$ cat src/rtl/timer_regs.sv
// Register front end for the timing block: bus decode, timer control pulses,
// readback of timer state, and the sticky terminal-count interrupt.
module timer_regs #(
  parameter int          ADDR_W     = 4,
  parameter logic [31:0] TERM_RESET = 32'hFFFF_FFFF
) (
  input  logic              clk,
  input  logic              reset,
  input  logic              bus_req,
  input  logic              bus_we,
  input  logic [ADDR_W-1:0] bus_addr,
  input  logic [31:0]       bus_wdata,
  input  logic [3:0]        bus_wstrb,
  output logic              bus_ack,
  output logic [31:0]       bus_rdata,
  output logic              ro_trig_start,
  output logic              ro_trig_halt,
  output logic              ro_mode,
  output logic [31:0]       ro_termcount,
  input  logic              rf_status,
  input  logic [31:0]       rf_currcount,
  input  logic              rf_int,
  output logic              irq
);

  typedef enum logic {S_IDLE, S_ACK} state_t;

  localparam logic [1:0] W_CTRL   = 2'd0;
  localparam logic [1:0] W_TERM   = 2'd1;
  localparam logic [1:0] W_STATUS = 2'd2;
  localparam logic [1:0] W_COUNT  = 2'd3;

  state_t      state_q, state_d;
  logic [31:0] rdata_q, rdata_d;
  logic        start_q, start_d;
  logic        halt_q, halt_d;
  logic        mode_q, mode_d;
  logic        ie_q, ie_d;
  logic        pend_q, pend_d;
  logic [31:0] term_q, term_d;
  logic [31:0] rd_val;
  logic        capture;
  logic        in_win;
  logic        pend_clr;
  logic [1:0]  word;
  logic        unused_addr;

  assign unused_addr = ^bus_addr[1:0];
  assign word        = bus_addr[3:2];
  assign in_win      = ADDR_W'(bus_addr >> 4) == '0;
  assign capture     = (state_q == S_IDLE) && bus_req;

  always_comb begin
    rd_val = '0;
    case (word)
      W_CTRL:   rd_val = {28'd0, ie_q, mode_q, 2'b00};
      W_TERM:   rd_val = term_q;
      W_STATUS: rd_val = {30'd0, pend_q, rf_status};
      W_COUNT:  rd_val = rf_currcount;
      default:  rd_val = '0;
    endcase
  end

  always_comb begin
    state_d  = state_q;
    rdata_d  = '0;
    start_d  = 1'b0;
    halt_d   = 1'b0;
    mode_d   = mode_q;
    ie_d     = ie_q;
    term_d   = term_q;
    pend_clr = 1'b0;
    case (state_q)
      S_IDLE: begin
        if (capture) begin
          state_d = S_ACK;
          if (!bus_we) begin
            rdata_d = in_win ? rd_val : '0;
          end else if (in_win) begin
            case (word)
              W_CTRL: if (bus_wstrb[0]) begin
                // HALT takes priority when both bits are written together
                halt_d  = bus_wdata[1];
                start_d = bus_wdata[0] & ~bus_wdata[1];
                mode_d  = bus_wdata[2];
                ie_d    = bus_wdata[3];
              end
              W_TERM: begin
                for (int b = 0; b < 4; b++) begin
                  if (bus_wstrb[b]) term_d[8*b +: 8] = bus_wdata[8*b +: 8];
                end
              end
              W_STATUS: pend_clr = bus_wstrb[0] & bus_wdata[1];
              default: ;
            endcase
          end
        end
      end
      S_ACK:   state_d = S_IDLE;
      default: state_d = S_IDLE;
    endcase
  end

  // A new terminal-count pulse beats a simultaneous clear
  assign pend_d = rf_int | (pend_q & ~pend_clr);

  always_ff @(posedge clk) begin
    if (reset) begin
      state_q <= S_IDLE;
      rdata_q <= '0;
      start_q <= 1'b0;
      halt_q  <= 1'b0;
      mode_q  <= 1'b0;
      ie_q    <= 1'b0;
      pend_q  <= 1'b0;
      term_q  <= TERM_RESET;
    end else begin
      state_q <= state_d;
      rdata_q <= rdata_d;
      start_q <= start_d;
      halt_q  <= halt_d;
      mode_q  <= mode_d;
      ie_q    <= ie_d;
      pend_q  <= pend_d;
      term_q  <= term_d;
    end
  end

  assign bus_ack       = (state_q == S_ACK);
  assign bus_rdata     = rdata_q;
  assign ro_trig_start = start_q;
  assign ro_trig_halt  = halt_q;
  assign ro_mode       = mode_q;
  assign ro_termcount  = term_q;
  assign irq           = pend_q & ie_q;

endmodule

$ cat config.mk
export PLATFORM = sky130hd
export DESIGN_NAME = timer_regs
export DESIGN_NICKNAME = d
export VERILOG_FILES = /design/src/rtl/timer_regs.sv
export SDC_FILE = /design/constraint.sdc
export NUM_CORES = 1
export LEC_CHECK = 0
export ABC_AREA = 1
export BUFFER_PORTS_ARGS = -buffer_cell sky130_fd_sc_hd__buf_4
export CAP_MARGIN = 10
export CORE_AREA = 2 2 106 108
export CTS_CLUSTER_SIZE = 25
export DETAILED_ROUTE_END_ITERATION = 7
export DIE_AREA = 0 0 108 110
export HOLD_SLACK_MARGIN = 0.08
export PLACE_DENSITY = 0.55
export SYNTH_ARGS = -nofsm -noshare
export SYNTH_HDL_FRONTEND = slang
export SYNTH_SLANG_ARGS = --single-unit
$ cat constraint.sdc
create_clock -name clk -period 1.5 [get_ports clk]
set_input_delay 0.075 -clock clk [delete_from_list [all_inputs] [get_ports clk]]
set_output_delay 0.075 -clock clk [all_outputs]
set_load 0.05 [all_outputs]
Yosys cells after proc, flatten, opt, wreduce, memory -nomap -nowiden
Index checks and enable logic that the tools add are counted.

Logic and storage cells: 42. Output and inout bits: 69. Bits in registers: 70.

Reduce and logical (&&, ||, !) cells: 9. Muxes and demuxes: 7. Bitwise gates (word level): 12. Eq/ne operators: 3.

Operator list (count): 32-bit case mux with 4 select lines (1); 5-bit AND reduction (5); 1-bit NOT (7); 6-bit OR reduction (1); 1-bit 2-to-1 mux (5); 1-bit bitwise AND (4); 2-bit == test, second input constant (2); 4-bit OR reduction (1); 2-bit by 1-bit == test with 1-bit output, second input constant (1); 2-bit logical NOT (1); 1-bit case mux with 2 select lines (1); 1-bit logical AND (1); 1-bit OR (1).

Longest topological paths before layout
Depth after elaboration: 8. Mapped depth: 8.

Worst setup path before layout
No wires, ideal clock.

Path type: register to register. Start: reg state_q (netlist: bus_ack). End: reg rdata_q[10] (netlist: bus_rdata[10]). Library setup time: 120 ps. Path buffers: 2. Period minus slack after synthesis: 1451 ps. Stages on the path, launching flop included: 8. Arrival time: 1332 ps. Data required time: 1380 ps. Setup slack: 49 ps. Path through: dfxtp_1 > inv_1 > nand2_2 > nor2_2 > nand2_1 > buf_2 > buf_2 > a21oi_1.

Cells in the longest elaborated chain, start to end: 4.

RTL lines: from (decl) (RTL line 33) `state_t state_q, state_d;`; from (signal assigned) (RTL line 118) `state_q <= state_d;`; 1-bit NOT (no line); 1-bit logical AND (RTL line 51) `assign capture = (state_q == S_IDLE) && bus_req;`; 1-bit NOT (no line); 4-bit OR reduction (no line) (*); to (signal assigned) (RTL line 119) `rdata_q <= rdata_d;`; to (decl) (RTL line 34) `logic [31:0] rdata_q, rdata_d;`.

Mark *: on every way between the ends. The rest lies on a longest branch, timed or not. A chain may end at the register's enable or synchronous reset.

Final worst setup path
Start: in bus_req. End: reg term_q[1] (netlist: ro_termcount[1]).

Cells in the longest elaborated chain, start to end: 2.

RTL lines: from (decl) (RTL line 9) `input logic bus_req,`; 1-bit logical AND (RTL line 51); 5-bit AND reduction (no line); to (signal assigned) (RTL line 125) `term_q <= term_d;`; to (decl) (RTL line 40) `logic [31:0] term_q, term_d;`.

No other way between the ends.

==> impl_metrics.csv <==
group,metric,value,unit
placement,numPortBuffers,144,
global_routing,gr-usage-all-layers,15.7,%
sta,setup_tns,0,ps
floorplan,dieArea,0.0119,mm^2
placement,dp_hpwl,6430,um
worst_setup_path,startpoint_type,"input port",
yosys,synth_xor_area_share,0,%
routing,wl_per_cell,13.6,um
floorplan,ios,147,
yosys,ys_seq_elements,70,
global_routing,grt-ovfl-total,0,
cts,cts_root_buf,"clkbuf_8",
min_path,hp-class,"in2reg",
placement,place.gp.congestion,0.764,
yosys,ys_top_cells_by_area,"dfxtp_1 (53%), nand2_1 (16%), nand3_1 (8.7%), nand4_1 (5.7%), a21oi_1 (5.5%)",
layout,drive_gt1_share,32.1,%
outcome,status,"finished, final reports clean",
pwr,p_leak,2.30,nW
routing,drc,0,
layout,area_growth,82.9,%
yosys,synth_compound_area_share,5.50,%
sta,setup-violations-final,0,
sta,relSlewSlack,75.6,%
pwr,irDropWorstVdd,0.393,mV
routing,via_per_inst,4.41,
global_routing,grt_pass1_wl,14400,um
sta,slew_viol_final,0,
cts,clk_pin_slew,70,ps
yosys,yosysSeqAreaShare,53.1,%
cts,cts_tree,"done",
flow_run,max_cap_violations,0,
global_routing,grt_pass1_vias,3050,
worst_setup_path,arrival,1510,ps
routing,first_pass_iters,5,
layout,insertedDiodeCount,0,
routing,first_iter_violations,119,
layout,fin_nets,632,
layout,final_util,45.1,%
pwr,p_per_area,870,mW/mm^2
sta,period_share,86.5,%
yosys,yosys.area_share.simple,35.0,%
sta,finClkSkew,7.51,ps
floorplan,start_util,24.7,%
yosys,synth_cells,337,
worst_setup_path,cp.required,1710,ps
sta,hold_violations,0,
sta,fmax,0.771,GHz
cts,cts_buffer_depth,2,
cts,cts_max_level,3,
worst_setup_path,critical_path_class,"in2reg",
floorplan,core-area,0.0107,mm^2
yosys,syn-num-nets,415,
sta,rsz0062_at_grt,"no",
sta,worst_pin_slew,366,ps
sta,layout_min_cycle_time,1300,ps
yosys,synth-adder-area-share,0,%
floorplan,die_h,110,um
global_routing,antenna_found_initial,0,
routing,route.final.wire_length,9500,um
global_routing,grt_max_degree,35,
yosys,synth_top_family_by_area,"simple AND/OR/NAND/NOR gates",
floorplan,fp-row-count,38,
cts,clock-sinks,70,
yosys,yosys.area.top_type_share,53.1,%
sta,setup_slack,203,ps
cts,clk_latency,340,ps
routing,postRouteAntennaNets,0,
yosys,yosysWarnings,0,
cts,cts_made_buffers,9,
worst_setup_path,critPathMaxFanout,9,
placement,dpl_worst_slack,232,ps
sta,hold_ws,137,ps
yosys,synth_cell_type_count,19,
routing,vias,3081,
worst_setup_path,crit_path_end_kind,"flip-flop",
yosys,avgSynthCellArea,7.83,um^2
yosys,synth_area_leader_cell,"dfxtp_1",
floorplan,die_x,108,um
yosys,syn-cell-area,0.00264,mm^2
yosys,synth_mux_area_share,0,%
==> stage by stage <==
stage / power (mW) / cells / cell area [um^2]
3_3_place_gp: 2.56 / 612 / 3930
3_5_place_dp: 2.57 / 612 / 3930
6_report: 4.20 / 698 / 4830
5_1_grt: 4.38 / 698 / 4830
4_1_cts: 4.24 / 698 / 4830
2_1_floorplan: 2.27 / 337 / 2640
==> kinds of logic (layout without fill, tap and decap cells) <==
group,count (synthesis),in the layout
simple gates,202,202
flops,70,70
buf+inv,36,257
compound gates,29,29
==> worst paths after layout <==
path | from | end | slack (ps) | cells past startpoint
max | bus_req | ro_termcount[1] | 200 | 8
min | bus_addr[3] | bus_rdata[1] | 140 | 5
max reg2reg | bus_ack | ro_termcount[1] | 210 | 7
min reg2reg | ro_termcount[17] | bus_rdata[17] | 490 | 2
==> critical path, stage by stage <==
cell	delay (ps)
dlygate4sd3_1	540
buf_4	110
nand2_2	80
nor2_1	150
buf_4	180
nand2_1	200
nand2_1	120
nand3_1	60
==> layout make-up <==
| class | count | area [um^2] |
|---|---|---|
| clock inverters | 4 | 47.5 |
| clock buffers | 11 | 141 |
| multi-input cells | 231 | 1070 |
| fillers | 1035 | 5870 |
| well taps | 140 | 175 |
| flip-flops and latches | 70 | 1400 |
| inverters | 14 | 52.6 |
| repair buffers | 228 | 1940 |
==> metal layers <==
metal | global-route usage [%] | wire [um] | vias up
li1 | - | - | 1547
met1 | 19.2 | 4100 | 1417
met2 | 26.3 | 4670 | 110
met3 | 4.17 | 619 | 7
met4 | 6.59 | 116 | 0
met5 | 0 | 0 | -
==> timing repair <==
item                                    4_1_cts  5_1_grt
endpoints found under the hold margin        70        0
hold buffers                                 71        0
resized for setup                             0        0
endpoints found under the setup margin        0        0
setup buffers                                 0        0
==> where the power goes <==
part / total [mW] / switching (mW) / leakage, nW / internal (mW)
Sequential: 1.92 / 0.0230 / 0.568 / 1.90
Combinational: 0.756 / 0.384 / 1.64 / 0.372
Clock: 1.52 / 0.722 / 0.0952 / 0.800
Total: 4.20 / 1.13 / 2.30 / 3.07
==> placed cells by master (no fill, tap or decap), drive strengths merged <==
master       count
nand2          115
dlygate4sd3     71
dfxtp           70
nor2            10
nand3b           2
clkinv           3
bufinv           1
clkinvlp         1
nor3             2
nand3           49
inv             13
nand4           24
buf            157
a21oi           29
clkbuf          11
==> flip-flops by register name, summed over array words and instances, names as in the netlist <==
register and flops:
bus_rdata 32, ro_termcount 32, bus_ack 1, ie_q 1, pend_q 1, ro_mode 1, ro_trig_halt 1, ro_trig_start 1
==> synth_stat cells <==
master,n
nand3_1,46
nand3_2,3
nand2_1,114
clkinv_1,1
a21oi_1,29
nor2_1,7
inv_2,1
buf_6,1
dfxtp_1,70
inv_1,12
nand3b_1,2
buf_2,11
nand4_1,24
nand2_2,1
nor3_1,2
nor2_4,2
clkbuf_1,7
buf_4,3
nor2_2,1
No activity file was read; power rests on OpenSTA's default activity.
